[src/rtl/regfile_write_arbiter_pkg.sv]
// Shared constants and types for the register-file write arbiter.
// Imported by the interface, the round-robin arbiter and the top level.
package regfile_write_arbiter_pkg;

  localparam int DATA_W   = 16;
  localparam int ADDR_W   = 3;
  localparam int NUM_REGS = 8;

  localparam int REQ_ALU = 0;
  localparam int REQ_MEM = 1;

  typedef enum logic {
    PRI_ALU = 1'b0,
    PRI_MEM = 1'b1
  } rr_ptr_e;

endpackage

[src/rtl/regfile_write_arbiter_if.sv]
// Writeback request, scoreboard claim and register-file write bundle.
// The arbiter uses the slave side; the requesters/issue stage use the master side.
interface regfile_write_arbiter_if
  import regfile_write_arbiter_pkg::*;
#(
  parameter int DATA_W   = regfile_write_arbiter_pkg::DATA_W,
  parameter int ADDR_W   = regfile_write_arbiter_pkg::ADDR_W,
  parameter int NUM_REGS = regfile_write_arbiter_pkg::NUM_REGS
);

  logic                alu_wr_valid;
  logic                alu_wr_ready;
  logic [ADDR_W-1:0]   alu_wr_dest;
  logic [DATA_W-1:0]   alu_wr_data;

  logic                mem_wr_valid;
  logic                mem_wr_ready;
  logic [ADDR_W-1:0]   mem_wr_dest;
  logic [DATA_W-1:0]   mem_wr_data;

  logic                claim_en;
  logic [ADDR_W-1:0]   claim_dest;

  logic                reg_write_en;
  logic [ADDR_W-1:0]   reg_write_dest;
  logic [DATA_W-1:0]   reg_write_data;
  logic [NUM_REGS-1:0] busy_mask;
  logic                claim_conflict;

  modport master (
    output alu_wr_valid, alu_wr_dest, alu_wr_data,
    output mem_wr_valid, mem_wr_dest, mem_wr_data,
    output claim_en, claim_dest,
    input  alu_wr_ready, mem_wr_ready,
    input  reg_write_en, reg_write_dest, reg_write_data,
    input  busy_mask, claim_conflict
  );

  modport slave (
    input  alu_wr_valid, alu_wr_dest, alu_wr_data,
    input  mem_wr_valid, mem_wr_dest, mem_wr_data,
    input  claim_en, claim_dest,
    output alu_wr_ready, mem_wr_ready,
    output reg_write_en, reg_write_dest, reg_write_data,
    output busy_mask, claim_conflict
  );

endinterface

[src/rtl/regfile_write_arbiter_rr_arbiter_2.sv]
// Two-input round-robin arbiter: combinational one-hot grant, pointer
// advanced only when the caller reports that a grant was consumed.
module rr_arbiter_2
  import regfile_write_arbiter_pkg::*;
(
  input  logic       clk,
  input  logic       rst,
  input  logic [1:0] i_req,
  input  logic       i_advance,
  output logic [1:0] o_grant
);

  rr_ptr_e r_ptr;

  // Grants are held low during reset so no handshake can complete.
  always_comb begin
    o_grant = 2'b00;
    if (rst) begin
      if (i_req[REQ_ALU] && (!i_req[REQ_MEM] || r_ptr == PRI_ALU)) begin
        o_grant[REQ_ALU] = 1'b1;
      end else if (i_req[REQ_MEM]) begin
        o_grant[REQ_MEM] = 1'b1;
      end
    end
  end

  always_ff @(posedge clk or negedge rst) begin
    if (!rst) begin
      r_ptr <= PRI_ALU;
    end else if (i_advance) begin
      r_ptr <= o_grant[REQ_ALU] ? PRI_MEM : PRI_ALU;
    end
  end

endmodule

[src/rtl/regfile_write_arbiter.sv]
// Shares the register-file write port between ALU and load writeback and
// keeps a busy scoreboard of destinations with writes still in flight.
module regfile_write_arbiter
  import regfile_write_arbiter_pkg::*;
#(
  parameter int DATA_W   = regfile_write_arbiter_pkg::DATA_W,
  parameter int ADDR_W   = regfile_write_arbiter_pkg::ADDR_W,
  parameter int NUM_REGS = regfile_write_arbiter_pkg::NUM_REGS
)(
  input  logic                  clk,
  input  logic                  rst,
  regfile_write_arbiter_if.slave bus
);

  logic [1:0]          w_req;
  logic [1:0]          w_grant;
  logic                w_xfer;
  logic [ADDR_W-1:0]   w_dest;
  logic [DATA_W-1:0]   w_data;
  logic                w_claim;
  logic [NUM_REGS-1:0] w_set;
  logic [NUM_REGS-1:0] w_clr;
  logic [NUM_REGS-1:0] w_busy_nxt;

  logic                r_wen;
  logic [ADDR_W-1:0]   r_dest;
  logic [DATA_W-1:0]   r_data;
  logic [NUM_REGS-1:0] r_busy;
  logic                r_conflict;

  always_comb begin
    w_req          = 2'b00;
    w_req[REQ_ALU] = bus.alu_wr_valid;
    w_req[REQ_MEM] = bus.mem_wr_valid;
  end

  rr_arbiter_2 u_arb (
    .clk       (clk),
    .rst       (rst),
    .i_req     (w_req),
    .i_advance (w_xfer),
    .o_grant   (w_grant)
  );

  assign w_xfer = |w_grant;
  assign w_dest = w_grant[REQ_MEM] ? bus.mem_wr_dest : bus.alu_wr_dest;
  assign w_data = w_grant[REQ_MEM] ? bus.mem_wr_data : bus.alu_wr_data;

  assign w_claim = bus.claim_en && (bus.claim_dest != '0);

  // A same-cycle claim overrides the clear: the claimer is a newer producer.
  always_comb begin
    w_set = '0;
    w_clr = '0;
    for (int i = 0; i < NUM_REGS; i++) begin
      w_set[i] = w_claim && (bus.claim_dest == ADDR_W'(i));
      w_clr[i] = r_wen && (r_dest == ADDR_W'(i));
    end
    w_busy_nxt = (r_busy & ~w_clr) | w_set;
  end

  // Output register stage: one write per cycle, r0 writes are swallowed.
  always_ff @(posedge clk or negedge rst) begin
    if (!rst) begin
      r_wen      <= 1'b0;
      r_dest     <= '0;
      r_data     <= '0;
      r_busy     <= '0;
      r_conflict <= 1'b0;
    end else begin
      r_wen <= w_xfer && (w_dest != '0);
      if (w_xfer) begin
        r_dest <= w_dest;
        r_data <= w_data;
      end
      r_busy     <= w_busy_nxt;
      r_conflict <= |(r_busy & w_set);
    end
  end

  assign bus.alu_wr_ready   = w_grant[REQ_ALU];
  assign bus.mem_wr_ready   = w_grant[REQ_MEM];
  assign bus.reg_write_en   = r_wen;
  assign bus.reg_write_dest = r_dest;
  assign bus.reg_write_data = r_data;
  assign bus.busy_mask      = r_busy;
  assign bus.claim_conflict = r_conflict;

endmodule

[src/flat_wrapper.sv]
// flat-port wrapper written by rule: the top's interface ports become plain ports
module regfile_write_arbiter_flat import regfile_write_arbiter_pkg::*;
#(
  parameter int DATA_W   = regfile_write_arbiter_pkg::DATA_W,
  parameter int ADDR_W   = regfile_write_arbiter_pkg::ADDR_W,
  parameter int NUM_REGS = regfile_write_arbiter_pkg::NUM_REGS
)
  (clk, rst, bus_alu_wr_valid, bus_alu_wr_dest, bus_alu_wr_data, bus_mem_wr_valid, bus_mem_wr_dest, bus_mem_wr_data, bus_claim_en, bus_claim_dest, bus_alu_wr_ready, bus_mem_wr_ready, bus_reg_write_en, bus_reg_write_dest, bus_reg_write_data, bus_busy_mask, bus_claim_conflict);
  regfile_write_arbiter_if #(.DATA_W(DATA_W), .ADDR_W(ADDR_W), .NUM_REGS(NUM_REGS)) bus_i ();
  input  logic clk;
  input  logic rst;
  input wire logic [$bits(bus_i.alu_wr_valid)-1:0] bus_alu_wr_valid;
  input wire logic [$bits(bus_i.alu_wr_dest)-1:0] bus_alu_wr_dest;
  input wire logic [$bits(bus_i.alu_wr_data)-1:0] bus_alu_wr_data;
  input wire logic [$bits(bus_i.mem_wr_valid)-1:0] bus_mem_wr_valid;
  input wire logic [$bits(bus_i.mem_wr_dest)-1:0] bus_mem_wr_dest;
  input wire logic [$bits(bus_i.mem_wr_data)-1:0] bus_mem_wr_data;
  input wire logic [$bits(bus_i.claim_en)-1:0] bus_claim_en;
  input wire logic [$bits(bus_i.claim_dest)-1:0] bus_claim_dest;
  output wire logic [$bits(bus_i.alu_wr_ready)-1:0] bus_alu_wr_ready;
  output wire logic [$bits(bus_i.mem_wr_ready)-1:0] bus_mem_wr_ready;
  output wire logic [$bits(bus_i.reg_write_en)-1:0] bus_reg_write_en;
  output wire logic [$bits(bus_i.reg_write_dest)-1:0] bus_reg_write_dest;
  output wire logic [$bits(bus_i.reg_write_data)-1:0] bus_reg_write_data;
  output wire logic [$bits(bus_i.busy_mask)-1:0] bus_busy_mask;
  output wire logic [$bits(bus_i.claim_conflict)-1:0] bus_claim_conflict;
  assign bus_i.alu_wr_valid = bus_alu_wr_valid;
  assign bus_i.alu_wr_dest = bus_alu_wr_dest;
  assign bus_i.alu_wr_data = bus_alu_wr_data;
  assign bus_i.mem_wr_valid = bus_mem_wr_valid;
  assign bus_i.mem_wr_dest = bus_mem_wr_dest;
  assign bus_i.mem_wr_data = bus_mem_wr_data;
  assign bus_i.claim_en = bus_claim_en;
  assign bus_i.claim_dest = bus_claim_dest;
  assign bus_alu_wr_ready = bus_i.alu_wr_ready;
  assign bus_mem_wr_ready = bus_i.mem_wr_ready;
  assign bus_reg_write_en = bus_i.reg_write_en;
  assign bus_reg_write_dest = bus_i.reg_write_dest;
  assign bus_reg_write_data = bus_i.reg_write_data;
  assign bus_busy_mask = bus_i.busy_mask;
  assign bus_claim_conflict = bus_i.claim_conflict;
  regfile_write_arbiter #(.DATA_W(DATA_W), .ADDR_W(ADDR_W), .NUM_REGS(NUM_REGS)) u_core (.clk(clk), .rst(rst), .bus(bus_i));
endmodule
[config.mk]
export PLATFORM = sky130hd
export DESIGN_NAME = regfile_write_arbiter_flat
export DESIGN_NICKNAME = d
export VERILOG_FILES = /design/src/rtl/regfile_write_arbiter_pkg.sv /design/src/rtl/regfile_write_arbiter_if.sv /design/src/rtl/regfile_write_arbiter_rr_arbiter_2.sv /design/src/rtl/regfile_write_arbiter.sv /design/src/flat_wrapper.sv
export SDC_FILE = /design/constraint.sdc
export NUM_CORES = 1
export LEC_CHECK = 0
export ABC_AREA = 1
export BUFFER_PORTS_ARGS = -buffer_cell sky130_fd_sc_hd__buf_2
export CORE_ASPECT_RATIO = 1.25
export CORE_UTILIZATION = 40
export CTS_CLUSTER_SIZE = 12
export DETAILED_ROUTE_END_ITERATION = 8
export PLACE_DENSITY_LB_ADDON = 0.15
export SYNTH_ARGS = -nofsm -noshare
export SYNTH_HDL_FRONTEND = slang
export SYNTH_HIERARCHICAL = 1
export SYNTH_SLANG_ARGS = --single-unit
[constraint.sdc]
create_clock -name clk -period 1.2 [get_ports clk]
set_input_delay 0.18 -clock clk [delete_from_list [all_inputs] [get_ports clk]]
set_output_delay 0.18 -clock clk [all_outputs]
set_load 0.01 [all_outputs]
### Word level (Yosys, flattened, before mapping)

Index checks and enable logic that the tools add are counted.

| storage, ports and cells | value |
|---|---|
| bits in registers | 30 |
| input bits | 46 |
| output and inout bits | 31 |
| word-level logic and storage cells | 59 |

| operators by class | value |
|---|---|
| equality and inequality tests | 14 |
| mux-type cells | 7 |
| bitwise logic cells | 5 |
| reduce and logical (&&, ||, !) cells | 27 |

Operators with widths:

| cell | number |
|---|---|
| $eq 3x3->1 const B | 8 |
| $logic_and 1x1->1 | 19 |
| $and 8x8->8 | 2 |
| $mux 16 | 1 |
| $eq 3x2->1 const B | 4 |
| $not 8->8 | 1 |
| $or 8x8->8 | 1 |
| $reduce_or 8->1 | 1 |
| $eq 3x1->1 const B | 2 |
| $logic_not 3->1 | 2 |
| $reduce_bool 3->1 | 2 |
| $mux 1 | 4 |
| $mux 3 | 1 |
| $mux 2 | 1 |
| $reduce_or 2->1 | 1 |
| $logic_not 1->1 | 1 |
| $logic_or 1x1->1 | 1 |
| $not 1->1 | 1 |

### Logic depth before layout (Yosys ltp)

Gate-level depths: netlist (run 1).

| depth | value |
|---|---|
| word-level depth | 8 |
| mapped depth | 10 |
| mapped depth without buffers | 9 |

### Hierarchy

Netlist (run 1), hierarchy kept.

Modules (own cells, without submodules):

| module | times used | cells each | area an instance (µm²) | seq. area each (µm²) |
|---|---|---|---|---|
| regfile_write_arbiter | 1 | 172 | 1357.6 | 725.7 |
| rr_arbiter_2 | 1 | 11 | 70.1 | 25.0 |

### Worst setup path after synthesis (run 1)

Ideal clock, no wire load.

| timing | value |
|---|---|
| kind | reg-to-reg |
| start | register u_core.u_arb.r_ptr |
| end | register u_core.r_data[0], in the netlist u_core/bus.reg_write_data[0] |
| library setup time | 0.124 ns |
| data arrival time | 1.233 ns |
| required time | 1.076 ns |
| slack | -0.157 ns |
| cell stages (with the launch flop) | 10 |
| path buffers | 1 |
| clock period less this slack | 1.357 ns |
| cell sequence | dfrtp_1 nand2_1 nand2_2 nor2_1 inv_2 nand2_2 inv_2 buf_2 nand2_1 nand3_1 |

| on the way | value |
|---|---|
| longest elaborated chain between the ends | 6 |
| elaborated cells on any way between the ends | 8 |
| those cells by class | 4 x mux; 1 x bitwise; 3 x reduce/logical |

RTL lines:

| item | RTL line | source |
|---|---|---|
| start, declared | regfile_write_arbiter_rr_arbiter_2.sv:13 | `rr_ptr_e r_ptr;` |
| start signal, assigned | regfile_write_arbiter_rr_arbiter_2.sv:31 | `r_ptr <= o_grant[REQ_ALU] ? PRI_MEM : PRI_ALU;` |
| $not 1->1 | regfile_write_arbiter_rr_arbiter_2.sv:19 | `if (i_req[REQ_ALU] && (!i_req[REQ_MEM] \|\| r_ptr == PRI_ALU)) begin` |
| $logic_or 1x1->1 | regfile_write_arbiter_rr_arbiter_2.sv:19 |  |
| $logic_and 1x1->1 | regfile_write_arbiter_rr_arbiter_2.sv:19 |  |
| $mux 1 | regfile_write_arbiter_rr_arbiter_2.sv:19 |  |
| $mux 2 | regfile_write_arbiter_rr_arbiter_2.sv:18 | `if (rst) begin` |
| net bus_alu_wr_ready | flat_wrapper.sv:20 | `output wire logic [$bits(bus_i.alu_wr_ready)-1:0] bus_alu_wr_ready;` |
| $reduce_or 2->1 | regfile_write_arbiter.sv:45 | `assign w_xfer = \|w_grant;` |
| net u_core.w_xfer | regfile_write_arbiter.sv:17 | `logic w_xfer;` |
| end signal, assigned | regfile_write_arbiter.sv:74 | `r_data <= w_data;` |
| end, declared | regfile_write_arbiter.sv:27 | `logic [DATA_W-1:0] r_data;` |

The timed path passes the listed nets, and every way through them passes these cells.
A chain may end at the register's enable or synchronous reset.

### Worst setup path in the final report (run 1)

| timing | value |
|---|---|
| start | register u_core.u_arb.r_ptr |
| end | register u_core.r_data[14], in the netlist u_core/bus.reg_write_data[14] |

| on the way | value |
|---|---|
| longest elaborated chain between the ends | 6 |
| elaborated cells on any way between the ends | 8 |
| those cells by class | 4 x mux; 1 x bitwise; 3 x reduce/logical |

RTL lines:

| item | RTL line |
|---|---|
| $not 1->1 * | regfile_write_arbiter_rr_arbiter_2.sv:19 |
| $logic_or 1x1->1 * | regfile_write_arbiter_rr_arbiter_2.sv:19 |
| $logic_and 1x1->1 * | regfile_write_arbiter_rr_arbiter_2.sv:19 |
| $mux 1 | regfile_write_arbiter_rr_arbiter_2.sv:19 |
| $mux 2 * | regfile_write_arbiter_rr_arbiter_2.sv:18 |
| $mux 16 / $reduce_or 2->1 (equally long branches) | regfile_write_arbiter.sv:47, regfile_write_arbiter.sv:45 |

Every way passes the cells marked *; elsewhere a longest branch is shown, timed or not.

==> impl_metrics.env, run 1 <==
export IMPL_status="finished with violations"
export IMPL_violations="hold timing, setup timing"
export IMPL_synth_top_family_by_area="simple AND/OR/NAND/NOR gates"
export IMPL_fin_ws_ps=-205
export IMPL_fin_nets=322
export IMPL_wl_per_cell_um=12.2
export IMPL_firstDrtPassIters=4
export IMPL_power_density_nw_per_um2=1400
export IMPL_tritoncts="yes"
export IMPL_drv_cap=0
export IMPL_ys_ff_latch=30
export IMPL_syn_inst=183
export IMPL_grt_first_pass_wirelength_um=6200
export IMPL_finalSetupViolations=23
export IMPL_synthAdderAreaFrac_pct=0
export IMPL_seq_area_frac_synth_pct=52.6
export IMPL_synth_simple_gate_area_share_pct=35.5
export IMPL_rows=23
export IMPL_synth_distinct_cells=18
export IMPL_grt_pass1_vias=1394
export IMPL_synthMuxAreaShare_pct=0
export IMPL_synth_nets=229
export IMPL_ios=77
export IMPL_die_area_um2=3810
export IMPL_detail_route_wirelength_um=3820
export IMPL_dp_cells=301
export IMPL_crit_slowest_cell="dfrtp_1"
export IMPL_postSynthAreaPerCell_um2=7.80
export IMPL_drive_gt1_share_pct=47.8
export IMPL_crit_fanout=7
export IMPL_required_ps=1410
export IMPL_critPathKind="reg -> reg"
export IMPL_fmax_ghz=0.712
export IMPL_total_leakage_power_nw=1.27
export IMPL_hold_slack_ps=-67.9
export IMPL_worst_skew_pair_late_latency_ps=270
export IMPL_skew_ps=2.90
export IMPL_worst_ir_drop_vdd_uv=998
export IMPL_cts_root_buf="clkbuf_8"
export IMPL_overflow=0
export IMPL_grt_max_degree=32
export IMPL_port_buffers=76
export IMPL_drtAntennaViolNets=0
export IMPL_drcViolationCount=0
export IMPL_tightest_slew_ps=394
export IMPL_cts_inserted_buffers=5
export IMPL_timing_slew_headroom_pct=73.7
export IMPL_grt_total_usage_pct=21.3
export IMPL_grt_setup_unrepaired="yes"
export IMPL_slew_violations=0
export IMPL_post_route_period_util_pct=117
export IMPL_synth_compound_area_share_pct=5.87
export IMPL_hold_viol=30
export IMPL_routed_via_density=4.79
export IMPL_antenna_cells=0
export IMPL_drt_initial_drc_count=50
export IMPL_max_stage_delay_ps=390
export IMPL_start_kind="flop"
export IMPL_layout_commonest_cell="buf_2"
export IMPL_clock_sinks=30
export IMPL_layout_common_cells="buf_2, nand2_1, dfrtp_1"
export IMPL_worstPathArrival_ps=1620
export IMPL_place_congestion=0.799
export IMPL_crit_top_cell="nand2_2"
export IMPL_hp_class="in -> async"
export IMPL_yosysWarnings=6
export IMPL_power_mw=3.15
export IMPL_cts_path_max_buffers=2
export IMPL_start_util_pct=43.1
export IMPL_antenna_found_initial=0
export IMPL_path_cells="nand2_2, nand2_2, buf_6, nor2_4, buf_6, inv_6, nor2_8, buf_16, nand2_2, nand3_1"
export IMPL_dieWidth_um=55.4
export IMPL_via_count=1498
export IMPL_synth_xor_area_share_pct=0
export IMPL_finalNonFillerCells=313
export IMPL_htreeDepth=2
export IMPL_syn_cell_area_um2=1430
export IMPL_pre_cts_ws_ps=-250
export IMPL_dp_hpwl_um=2640
export IMPL_core_um2=3310
export IMPL_clkTransAtPathRegs_ps=60
export IMPL_period_needed_ps=1400
export IMPL_worstSetupEndpointType="flop"
export IMPL_die_h_um=68.8
export IMPL_area_growth_pct=57.9
==> metrics by stage <==
stage               cell area (um^2)  utilization [%]  hold WS, ps  setup TNS (ps)
CTS                             2230             67.3        -50.0           -3370
finish                          2250             68.1        -67.9           -3700
detailed placement              1920             58.1          246           -3790
floorplan                       1440                -         -116           -1630
global route                    2250             68.1        -32.7           -5910
global placement                1920             58.1          255           -2910
==> critical path, delay by kind of cell, from the launching register on <==
kind | cells | cell delay [ps]
buffers and inverters | 4 | 450
DFF | 1 | 390
and+or+nand+nor | 6 | 500
==> metal layers <==
layer	track usage [%]	share of wire (%)
met3	4.66	4.4
met4	8.44	0.99
met1	23.6	42
met2	40.4	53
met5	0	0
==> final timing paths <==
check / startpoint / endpoint / slack [ps] / cells past startpoint
worst max-delay path: u_core/u_arb/r_ptr / u_core/bus.reg_write_data[14] / -200 / 10
worst min-delay path: rst / u_core/bus.busy_mask[7] / -70 / 2
worst max register to register: u_core/u_arb/r_ptr / u_core/bus.reg_write_data[14] / -200 / 10
worst min register to register: u_core/bus.reg_write_data[11] / u_core/bus.reg_write_data[11] / 480 / 2
max in group asynchronous: rst / u_core/bus.reg_write_data[7] / 970 / 2
min in group clk: bus_alu_wr_data[0] / u_core/bus.reg_write_data[0] / 110 / 3
==> where the power goes <==
part / internal (mW) / total [mW] / switching [mW]
combinational: 0.446 / 1.00 / 0.554
sequential: 1.24 / 1.40 / 0.153
clock: 0.388 / 0.750 / 0.362
==> area by class of cell <==
class / instances / area, um^2
clock buffers: 5 / 68.8
multi-input cells: 134 / 743
flip-flops and latches: 30 / 751
well taps: 37 / 46.3
clock inverters: 2 / 10.0
repair buffers: 91 / 568
inverters: 14 / 67.6
fillers: 291 / 1050
==> kinds of logic after synthesis <==
| kind of cell | Yosys count |
|---|---|
| simple gates | 119 |
| compound gates | 15 |
| flops | 30 |
| buf+inv | 19 |
==> state kept, by name (all words and copies together) (netlist names) <==
signal                     cells
u_core/u_arb/r_ptr             1
u_core/bus.reg_write_data     16
u_core/bus.busy_mask           8
u_core/bus.claim_conflict      1
u_core/bus.reg_write_en        1
u_core/bus.reg_write_dest      3
==> synth_stat cells (all sizes together) <==
library cell | count | area, um^2
a22oi | 1 | 7.51
buf | 5 | 33.8
dfrtp | 30 | 751
inv | 14 | 52.6
nand2 | 84 | 323
nand3 | 21 | 105
nand4 | 1 | 6.26
nor2 | 11 | 60.1
o21a | 1 | 7.51
o21ai | 13 | 68.8
or2 | 2 | 12.5
==> repair_timing <==
item                                    in CTS  in global routing
cloned                                       1                  0
setup buffers                                4                  0
endpoints found under the hold margin       30                 30
pin swaps                                   12                  6
endpoints found under the setup margin      23                 23
gates resized for setup                     43                  7
No activity file was read; power rests on OpenSTA's default activity.
==> run 2: changes to the inputs <==
--- a/config.mk
+++ b/config.mk
@@ -7,10 +7,12 @@
 export LEC_CHECK = 0
 export ABC_AREA = 1
 export BUFFER_PORTS_ARGS = -buffer_cell sky130_fd_sc_hd__buf_2
+export CAP_MARGIN = 10
 export CORE_ASPECT_RATIO = 1.25
 export CORE_UTILIZATION = 40
 export CTS_CLUSTER_SIZE = 12
 export DETAILED_ROUTE_END_ITERATION = 8
+export MAX_ROUTING_LAYER = met4
 export PLACE_DENSITY_LB_ADDON = 0.15
 export SYNTH_ARGS = -nofsm -noshare
 export SYNTH_HDL_FRONTEND = slang
==> impl_metrics.env, run 2 (synthesis results as in run 1) <==
export IMPL_status="finished with violations"
export IMPL_violations="hold timing, setup timing"
export IMPL_grt_total_usage_pct=21.9
export IMPL_finalNonFillerCells=313
export IMPL_die_area_um2=3810
export IMPL_layout_commonest_cell="buf_2"
export IMPL_place_congestion=0.810
export IMPL_netSwitchingPower_mw=1.06
export IMPL_path_buf_inv=4
export IMPL_drt_initial_drc_count=48
export IMPL_fin_setup_tns_ps=-3660
export IMPL_grt_max_degree=32
export IMPL_tritoncts="yes"
export IMPL_worst_skew_pair_late_latency_ps=270
export IMPL_power_density_nw_per_um2=1390
export IMPL_startpoint="u_core/u_arb/r_ptr"
export IMPL_tightest_slew_ps=394
export IMPL_worstSetupEndpointType="flop"
export IMPL_start_util_pct=43.1
export IMPL_firstDrtPassIters=4
export IMPL_drive_gt1_share_pct=47.8
export IMPL_worstPathArrival_ps=1610
export IMPL_wl_per_cell_um=12.2
export IMPL_drv_cap=0
export IMPL_detail_route_wirelength_um=3820
export IMPL_rows=23
export IMPL_grt_pass1_vias=1391
export IMPL_n_fill_cell=291
export IMPL_p_clk_share_pct=23.7
export IMPL_fin_nets=322
export IMPL_swShare_pct=33.9
export IMPL_p_int_mw=2.08
export IMPL_post_route_period_util_pct=117
export IMPL_path_delay_family="simple AND/OR/NAND/NOR gates"
export IMPL_reg2reg_depth=10
export IMPL_antenna_cells=0
export IMPL_max_stage_delay_ps=390
export IMPL_area_growth_pct=57.9
export IMPL_dieWidth_um=55.4
export IMPL_die_h_um=68.8
export IMPL_reg2reg_from="u_core/u_arb/r_ptr"
export IMPL_dpl_instance_area_um2=1920
export IMPL_critPathKind="reg -> reg"
export IMPL_path_cells="nand2_2, nand2_2, buf_6, nor2_4, buf_6, inv_6, nor2_8, buf_16, nand2_2, nand3_1"
export IMPL_cp_depth=10
export IMPL_required_ps=1410
export IMPL_total_leakage_power_nw=1.27
export IMPL_fin_ws_ps=-203
export IMPL_period_needed_ps=1400
export IMPL_worstReg2RegEnd="u_core/bus.reg_write_data[14]"
export IMPL_power_mw=3.14
export IMPL_overflow=0
export IMPL_routed_via_density=4.81
export IMPL_skew_ps=3.63
export IMPL_ios=77
export IMPL_clock_sinks=30
export IMPL_drcViolationCount=0
export IMPL_htreeDepth=2
export IMPL_pwr_share_comb_pct=31.8
export IMPL_ff_latch_area_um2=751
export IMPL_clkTransAtPathRegs_ps=60
export IMPL_cts_inserted_buffers=5
export IMPL_core_um2=3310
export IMPL_crit_top_cell="nand2_2"
export IMPL_port_buffers=76
export IMPL_worst_ir_drop_vdd_uv=997
export IMPL_cts_root_buf="clkbuf_8"
export IMPL_slew_violations=0
export IMPL_cts_path_max_buffers=2
export IMPL_hp_class="in -> async"
export IMPL_grt_first_pass_wirelength_um=6200
export IMPL_dp_hpwl_um=2640
export IMPL_layout_common_cells="buf_2, nand2_1, dfrtp_1"
export IMPL_final_area_um2=2250
export IMPL_crit_slowest_cell="dfrtp_1"
export IMPL_start_kind="flop"
export IMPL_hold_viol=30
export IMPL_endpoint="u_core/bus.reg_write_data[14]"
export IMPL_grt_setup_unrepaired="yes"
export IMPL_timing_slew_headroom_pct=73.8
export IMPL_fmax_ghz=0.713
export IMPL_dp_cells=301
export IMPL_antenna_found_initial=0
export IMPL_via_count=1506
export IMPL_finalSetupViolations=23
export IMPL_hold_slack_ps=-68.9
export IMPL_pwr_share_seq_pct=44.4
export IMPL_multi_input_area_um2=743
export IMPL_crit_fanout=7
export IMPL_drtAntennaViolNets=0
export IMPL_regToRegSetupSlack_ps=-200
export IMPL_largest_reg_flops=16
## run 2: cell counts in the layout (fill, tap and decap cells not counted)
Identical to the previous run, type by type.
## run 2: per-layer routing
| layer | track usage (%) | vias up | part of all wire [%] |
|---|---|---|---|
| met2 | 39.8 | 49 | 52 |
| met1 | 24.2 | 691 | 42 |
| met3 | 4.29 | 4 | 4.1 |
| met4 | 8.44 | 0 | 0.97 |
| met5 | - | - | 0 |
| li1 | - | 762 | - |
## run 2: per-stage QoR
stage                     worst slack, ps  utilization [%]
after floorplan                      -107                -
after global placement               -197             58.1
after detailed placement             -250             58.1
after CTS                            -183             67.3
after global routing                 -304             68.1
final                                -203             68.1
## run 2: worst min path at each step
stage	end	cells after the start	from	slack, ps
2_1_floorplan	u_core/bus.busy_mask[0]	0	rst	-120
5_1_grt	u_core/bus.busy_mask[7]	2	rst	-30
3_5_place_dp	u_core/bus.busy_mask[7]	2	rst	250
3_3_place_gp	u_core/bus.busy_mask[7]	2	rst	260
6_report	u_core/bus.busy_mask[7]	2	rst	-70
4_1_cts	u_core/bus.reg_write_data[0]	2	rst	-50
## run 2: area by class of cell
type | instances | area share (%)
Multi-Input combinational cell | 134 | 33.0
Tap cell | 37 | 2.05
Clock buffer | 5 | 3.05
Timing Repair Buffer | 91 | 25.2
Inverter | 14 | 3.00
Clock inverter | 2 | 0.444
Sequential cell | 30 | 33.3
## run 2: worst register-to-register path, cell delays in order, from the launching register on
cell and delay [ps]:
dfrtp_1 390, nand2_2 80, nand2_2 60, buf_6 120, nor2_4 90, buf_6 110, inv_6 50, nor2_8 160
buf_16 170, nand2_2 50, nand3_1 70
## run 2: power groups by stage
stage / registers [mW] / clock network [mW] / logic (mW)
after CTS: 1.40 / 0.767 / 0.993
after global routing: 1.43 / 0.822 / 1.11
final: 1.40 / 0.746 / 1.00
after floorplan: 1.51 / 0 / 0.339
after detailed placement: 1.41 / 0 / 0.886
after global placement: 1.41 / 0 / 0.866
## run 2: repair_timing
action	in CTS	in global routing
hold endpoints to repair	30	30
cloned	1	0
resized for setup	43	7
pin swaps	12	6
setup endpoints to repair	23	23
setup buffers	4	0
